<file path="src/rtl/charging_policy_engine.sv">
// charging_policy_engine: per-ID quota/threshold byte buckets, policy decision and a one-deep output stage
module charging_policy_engine #(
  parameter int              NUM_ID      = 4,
  parameter int              CNT_W       = 48,
  parameter logic [CNT_W-1:0] Q_TOT_INIT = CNT_W'(102400),
  parameter logic [CNT_W-1:0] Q_UL_INIT  = CNT_W'(71680),
  parameter logic [CNT_W-1:0] Q_DL_INIT  = CNT_W'(30720),
  parameter logic [CNT_W-1:0] T_TOT_INIT = CNT_W'(81920),
  parameter logic [CNT_W-1:0] T_UL_INIT  = CNT_W'(51200),
  parameter logic [CNT_W-1:0] T_DL_INIT  = CNT_W'(30720),
  parameter logic [3:0]      Q_FLAG_INIT = 4'b0011,
  parameter logic [3:0]      T_FLAG_INIT = 4'b1011
) (
  input  logic        asclk,
  input  logic        areset,
  input  logic [95:0] in_pkt_id,
  input  logic [15:0] in_pkt_len,
  input  logic        in_ul,
  input  logic        in_cnt_en,
  input  logic [13:0] in_cnt_id,
  input  logic [5:0]  in_cnt_sel,
  input  logic        in_vld,
  output logic        in_rdy,
  output logic [95:0] out_pkt_id,
  output logic [15:0] out_pkt_len,
  output logic [2:0]  out_cnt_policy,
  output logic [21:0] out_cnt_report,
  output logic        out_ul,
  output logic        out_cnt_en,
  output logic        out_vld,
  input  logic        out_rdy,
  output logic        init_done,
  output logic [31:0] bad_id_cnt
);
  localparam int IW = NUM_ID > 1 ? $clog2(NUM_ID) : 1;
  localparam logic [CNT_W-1:0] INIT_V [6] = '{Q_TOT_INIT, Q_UL_INIT, Q_DL_INIT,
                                              T_TOT_INIT, T_UL_INIT, T_DL_INIT};
  localparam logic [2:0] POL_Q = Q_FLAG_INIT[3] ? 3'd2 : 3'd1;
  localparam logic [2:0] POL_T = T_FLAG_INIT[3] ? 3'd2 : 3'd1;

  typedef enum logic {INIT, RUN} state_e;

  state_e           state_q, state_d;
  logic [IW-1:0]    idx_q;
  logic [CNT_W-1:0] bkt_q [NUM_ID][6];
  logic [CNT_W-1:0] nxt [6];
  logic [CNT_W-1:0] len_w;
  logic [IW-1:0]    row;
  logic             id_ok, charge, accept, q_exc, t_exc;
  logic [5:0]       act, exc;
  logic [2:0]       pol_q, pol_t, pol;

  assign len_w  = CNT_W'(in_pkt_len);
  assign id_ok  = in_cnt_id < 14'(NUM_ID);
  assign row    = in_cnt_id[IW-1:0];
  assign charge = in_cnt_en && id_ok;
  assign accept = in_vld && in_rdy;

  always_ff @(posedge asclk) begin
    if (areset) begin
      state_q <= INIT;
      idx_q   <= '0;
    end else begin
      state_q <= state_d;
      idx_q   <= state_q == INIT ? idx_q + 1'b1 : '0;
    end
  end

  always_comb begin
    state_d = (state_q == INIT && idx_q == IW'(NUM_ID - 1)) ? RUN : state_q;
  end

  always_comb begin
    init_done = state_q == RUN;
    in_rdy    = init_done && (!out_vld || out_rdy);
  end

  // Bucket order matches in_cnt_sel: b%3 selects TOT/UL/DL, b/3 selects quota/threshold
  always_comb begin
    act = '0;
    exc = '0;
    for (int b = 0; b < 6; b++) begin
      act[b] = charge && in_cnt_sel[b] && (b % 3 == 0 || (b % 3 == 1) == in_ul);
      exc[b] = act[b] && bkt_q[row][b] < len_w;
      nxt[b] = exc[b] ? '0 : bkt_q[row][b] - len_w;
    end
  end

  always_comb begin
    q_exc = |exc[2:0];
    t_exc = |exc[5:3];
    pol_q = q_exc ? POL_Q : 3'd4;
    pol_t = t_exc ? POL_T : 3'd4;
    pol   = !in_cnt_en ? 3'd4 : !id_ok ? 3'd1 : (pol_q < pol_t ? pol_q : pol_t);
  end

  always_ff @(posedge asclk) begin
    if (state_q == INIT) begin
      for (int b = 0; b < 6; b++) bkt_q[idx_q][b] <= INIT_V[b];
    end else if (accept) begin
      for (int b = 0; b < 6; b++) if (act[b]) bkt_q[row][b] <= nxt[b];
    end
  end

  always_ff @(posedge asclk) begin
    if (areset) begin
      out_vld        <= 1'b0;
      out_pkt_id     <= '0;
      out_pkt_len    <= '0;
      out_cnt_policy <= '0;
      out_cnt_report <= '0;
      out_ul         <= 1'b0;
      out_cnt_en     <= 1'b0;
      bad_id_cnt     <= '0;
    end else if (accept) begin
      out_vld        <= 1'b1;
      out_pkt_id     <= in_pkt_id;
      out_pkt_len    <= in_pkt_len;
      out_cnt_policy <= pol;
      out_cnt_report <= {t_exc, q_exc, in_cnt_sel, in_cnt_id};
      out_ul         <= in_ul;
      out_cnt_en     <= in_cnt_en;
      bad_id_cnt     <= bad_id_cnt + 32'(in_cnt_en && !id_ok);
    end else if (out_rdy) begin
      out_vld <= 1'b0;
    end
  end
endmodule

</file>
<file path="config.mk">
export PLATFORM = sky130hd
export DESIGN_NAME = charging_policy_engine
export DESIGN_NICKNAME = d
export VERILOG_FILES = /design/src/rtl/charging_policy_engine.sv
export SDC_FILE = /design/constraint.sdc
export NUM_CORES = 2
export LEC_CHECK = 0
export ABC_AREA = 1
export CAP_MARGIN = 20
export CORE_ASPECT_RATIO = 0.75
export CORE_MARGIN = 1.5
export CORE_UTILIZATION = 46
export DETAILED_ROUTE_END_ITERATION = 7
export PLACE_DENSITY = 0.7
export SLEW_MARGIN = 20
export SYNTH_ARGS = -nofsm -noshare
export SYNTH_HDL_FRONTEND = slang
export SYNTH_SLANG_ARGS = --single-unit
</file>
<file path="constraint.sdc">
create_clock -name asclk -period 9.6 [get_ports asclk]
set_input_delay 1.92 -clock asclk [delete_from_list [all_inputs] [get_ports asclk]]
set_output_delay 1.92 -clock asclk [all_outputs]
set_load 0.02 [all_outputs]
</file>
==> out/metrics.yaml <==
status:
  status: "finished clean"
yosys:
  ys_types: 49
  synth_top_family_by_area: "simple AND/OR/NAND/NOR gates"
  synth_top_area_cell: "edfxtp_1"
  syn_inst: 6282
  avgSynthCellArea_um2: 9.777
  ys_seq_area_share_pct: 62.03
  ys_top_cells_by_count: "nand2_1, edfxtp_1, nor2_1"
  synth-seq-cells: 1327
  syn_area_mm2: 0.06142
  synth_top_area_share_pct: 56.33
  yosysMostFrequentCell: "nand2_1"
  syn_nets: 6525
  muxShareOfSynthArea_pct: 0
  synthAdderAreaFrac_pct: 2.212
  yosys_warnings: 0
  synth-compound-area-share_pct: 8.198
  synth_area_leaders: "edfxtp_1, nand2_1, dfxtp_1"
  async_flop_share_pct: 0
  synthSimpleGateAreaFrac_pct: 21.84
  synth_edf_count: 1152
  synthXorXnorAreaFrac_pct: 1.711
  synth_ff_type: "edfxtp_1"
pwr:
  p_sw_share_pct: 26.17
  p_int_mw: 10.21
  p_leak_nw: 25.83
  vdd_drop_max_mv: 0.1428
  p_sw_mw: 3.618
  clkPwrFrac_pct: 37.3
  pwr_density_cell_mw_per_mm2: 196.6
  pwr-share-comb_pct: 13.1
  seqPwrFrac_pct: 49.6
final_layout:
  drive_gt1_share_pct: 5.224
  final_nets: 6763
  postLayoutCellArea_mm2: 0.07034
  syn_to_final_growth_pct: 14.53
  fin_cells: 8381
die:
  core_area_mm2: 0.1318
  die_h_um: 319.4
  rows: 115
  die_area_mm2: 0.1357
  die_w_um: 424.9
  io_pins: 312
  start_util_pct: 46.60
worst_setup_path:
  startpoint: "in_cnt_id[5]"
  cp-end-kind: "flop"
  crit_chain: "clkdlybuf4s50_1 > nor2_1 > and2_1 > nand3_1 > nor2_1 > nand2_1 > nand2_1 > nor2_1 > nand2_1 > o21ai_0 > inv_1 > nand2_1 > nor2_4 > buf_4"
  path_common_cell: "nand2_1"
  rr_endpoint: "bkt_q[2][238]"
  cp-start-kind: "primary input"
  worstPathMaxFanout: 30
  cp.required_ns: 10.01
  path_depth: 14
  cp_top_family: "simple AND/OR/NAND/NOR gates"
  r2r_slack_ns: 4.46
  cp.arrival_ns: 6.92
  critPathSlowestCell: "nor2_4"
  endpoint: "bkt_q[2][238]"
  slowest_delay_ns: 0.71
  rr_worst_depth: 11
  r2r_start: "init_done"
  worstPathBufferInverterCount: 3
  worstSetupPathType: "primary input to flop"
clocking:
  cts.path.max_buffers: 3
  cts.sinks: 1327
  clk_pin_slew_ns: 0.06
  cts_tree: "built"
  holdBufCountCts: 0
  cts_buffers: 132
  postCtsSetupBuffers: 0
  cts_resized: 0
  htree_num_levels: 4
  cts-root-buf: "clkbuf_16"
  clock_latency_ns: 0.78
placement:
  io_buffers: 311
  dp_cells: 8141
  dpl.hpwl_um: 99590
  gp_congestion: 0.9153
  preCtsSetupSlack_ns: 2.422
  place_area_mm2: 0.06607
drt:
  wl_um: 161100
  routedWlPerCell_um: 19.22
  dr.pass1.iters: 5
  vias: 46151
  drtIter0Drc: 4535
  via_per_inst: 5.507
  ant_nets: 0
  remaining_drc_errors: 0
global_route:
  track_usage_pct: 23.38
  grt_first_pass_wirelength_um: 248400
  grt_pass1_vias: 42947
  grt_overflow: 0
  grt_start_max_net_pins: 214
  antenna_found_initial: 11
timing:
  finalSetupViolCount: 0
  min_period_ns: 6.508
  fin_crit_sh_pct: 67.79
  setup_tns_ns: 0
  max_slew_margin_pct: 19.66
  worst_pin_slew_ns: 1.205
  layout_setup_ws_ns: 3.092
  rsz0062_at_grt: "no"
  finalHoldViolCount: 0
  fin_skew_ns: 0.03203
  report.final.slew_viol_count: 0
  fmax_ghz: 0.1537
hold_path:
  hold_path_class: "flop to flop"
run:
  maxCapViolCount: 0
-- final cells by class --
class	instances	area, µm²
clock buffers	162	3546
inverters	280	1080
fillers	11389	61460
clock inverters	75	714.4
diodes	3	7.507
repair buffers	372	3645
flip-flops and latches	1327	38100
multi-input cells	4407	21060
well taps	1755	2196
-- power groups by stage --
stage,sequential (mW),combinational [mW],clock (mW)
final,6.86,1.81,5.16
after detailed placement,6.99,1.78,0
after global placement,6.97,1.76,0
after global routing,6.90,1.99,5.45
after floorplan,7.01,1.18,0
after CTS,6.86,1.79,5.22
-- cell usage in the layout, fill, tap and decap left out, types with 99 or more instances in the layout --
cell / instances
ha_1: 99
dfxtp_1: 175
o21ai_0: 343
clkdlybuf4s50_1: 308
edfxtp_1: 1152
nor2_1: 705
a21oi_1: 362
nand2_1: 1801
inv_1: 261
clkbuf_16: 137
nand3_1: 495
-- per-stage QoR --
| stage | power [mW] | util, % | hold slack (ns) |
|---|---|---|---|
| 2_1_floorplan | 8.193 | - | 0.4270 |
| 3_3_place_gp | 8.731 | 50.12 | 0.4466 |
| 3_5_place_dp | 8.768 | 50.13 | 0.4552 |
| 4_1_cts | 13.88 | 53.36 | 0.4650 |
| 5_1_grt | 14.34 | 53.36 | 0.4811 |
| 6_report | 13.83 | 53.37 | 0.4637 |
-- layer usage --
layer / global-route usage, % / wire length, µm / share of wire (%) / up-vias
met5: 0 / 61 / 0.038 / -
li1: - / - / - / 22167
met1: 34.09 / 71800 / 45 / 21927
met3: 4.941 / 14460 / 9.0 / 243
met4: 7.365 / 4094 / 2.5 / 10
met2: 34.84 / 70700 / 44 / 1804
-- sequential cells by signal, summed over array words and instances, names as in the netlist --
register        cells
idx_q               2
bad_id_cnt         32
out_cnt_en          1
bkt_q            1152
out_cnt_policy      3
out_cnt_report     22
out_ul              1
out_pkt_id         96
out_pkt_len        16
init_done           1
out_vld             1
-- worst min path at each step --
stage / from / to / slack, ns / depth (start not counted)
finish: out_pkt_id[40] / out_pkt_id[40] / 0.46 / 2
global route: out_cnt_report[8] / out_cnt_report[8] / 0.48 / 2
CTS: out_pkt_id[85] / out_pkt_id[85] / 0.46 / 2
detailed placement: out_pkt_id[24] / out_pkt_id[24] / 0.46 / 2
global placement: idx_q[0] / idx_q[0] / 0.45 / 1
floorplan: idx_q[0] / idx_q[0] / 0.43 / 1
-- worst register-to-register path, delay by kind of cell, from the launching register on --
family	cells	cell delay [ns]
flops	1	0.55
buf+inv	3	1.28
compound gates	1	0.28
simple gates	7	2.65
-- cells by family after synthesis --
| family | after synthesis |
|---|---|
| xor gates and xnor gates | 120 |
| adders and majority gates | 105 |
| AOI/OAI and AO/OA | 927 |
| DFF | 1327 |
| buffers and inverters | 548 |
| and+or+nand+nor | 3255 |
Note: power is estimated with default switching activity, not from simulation.
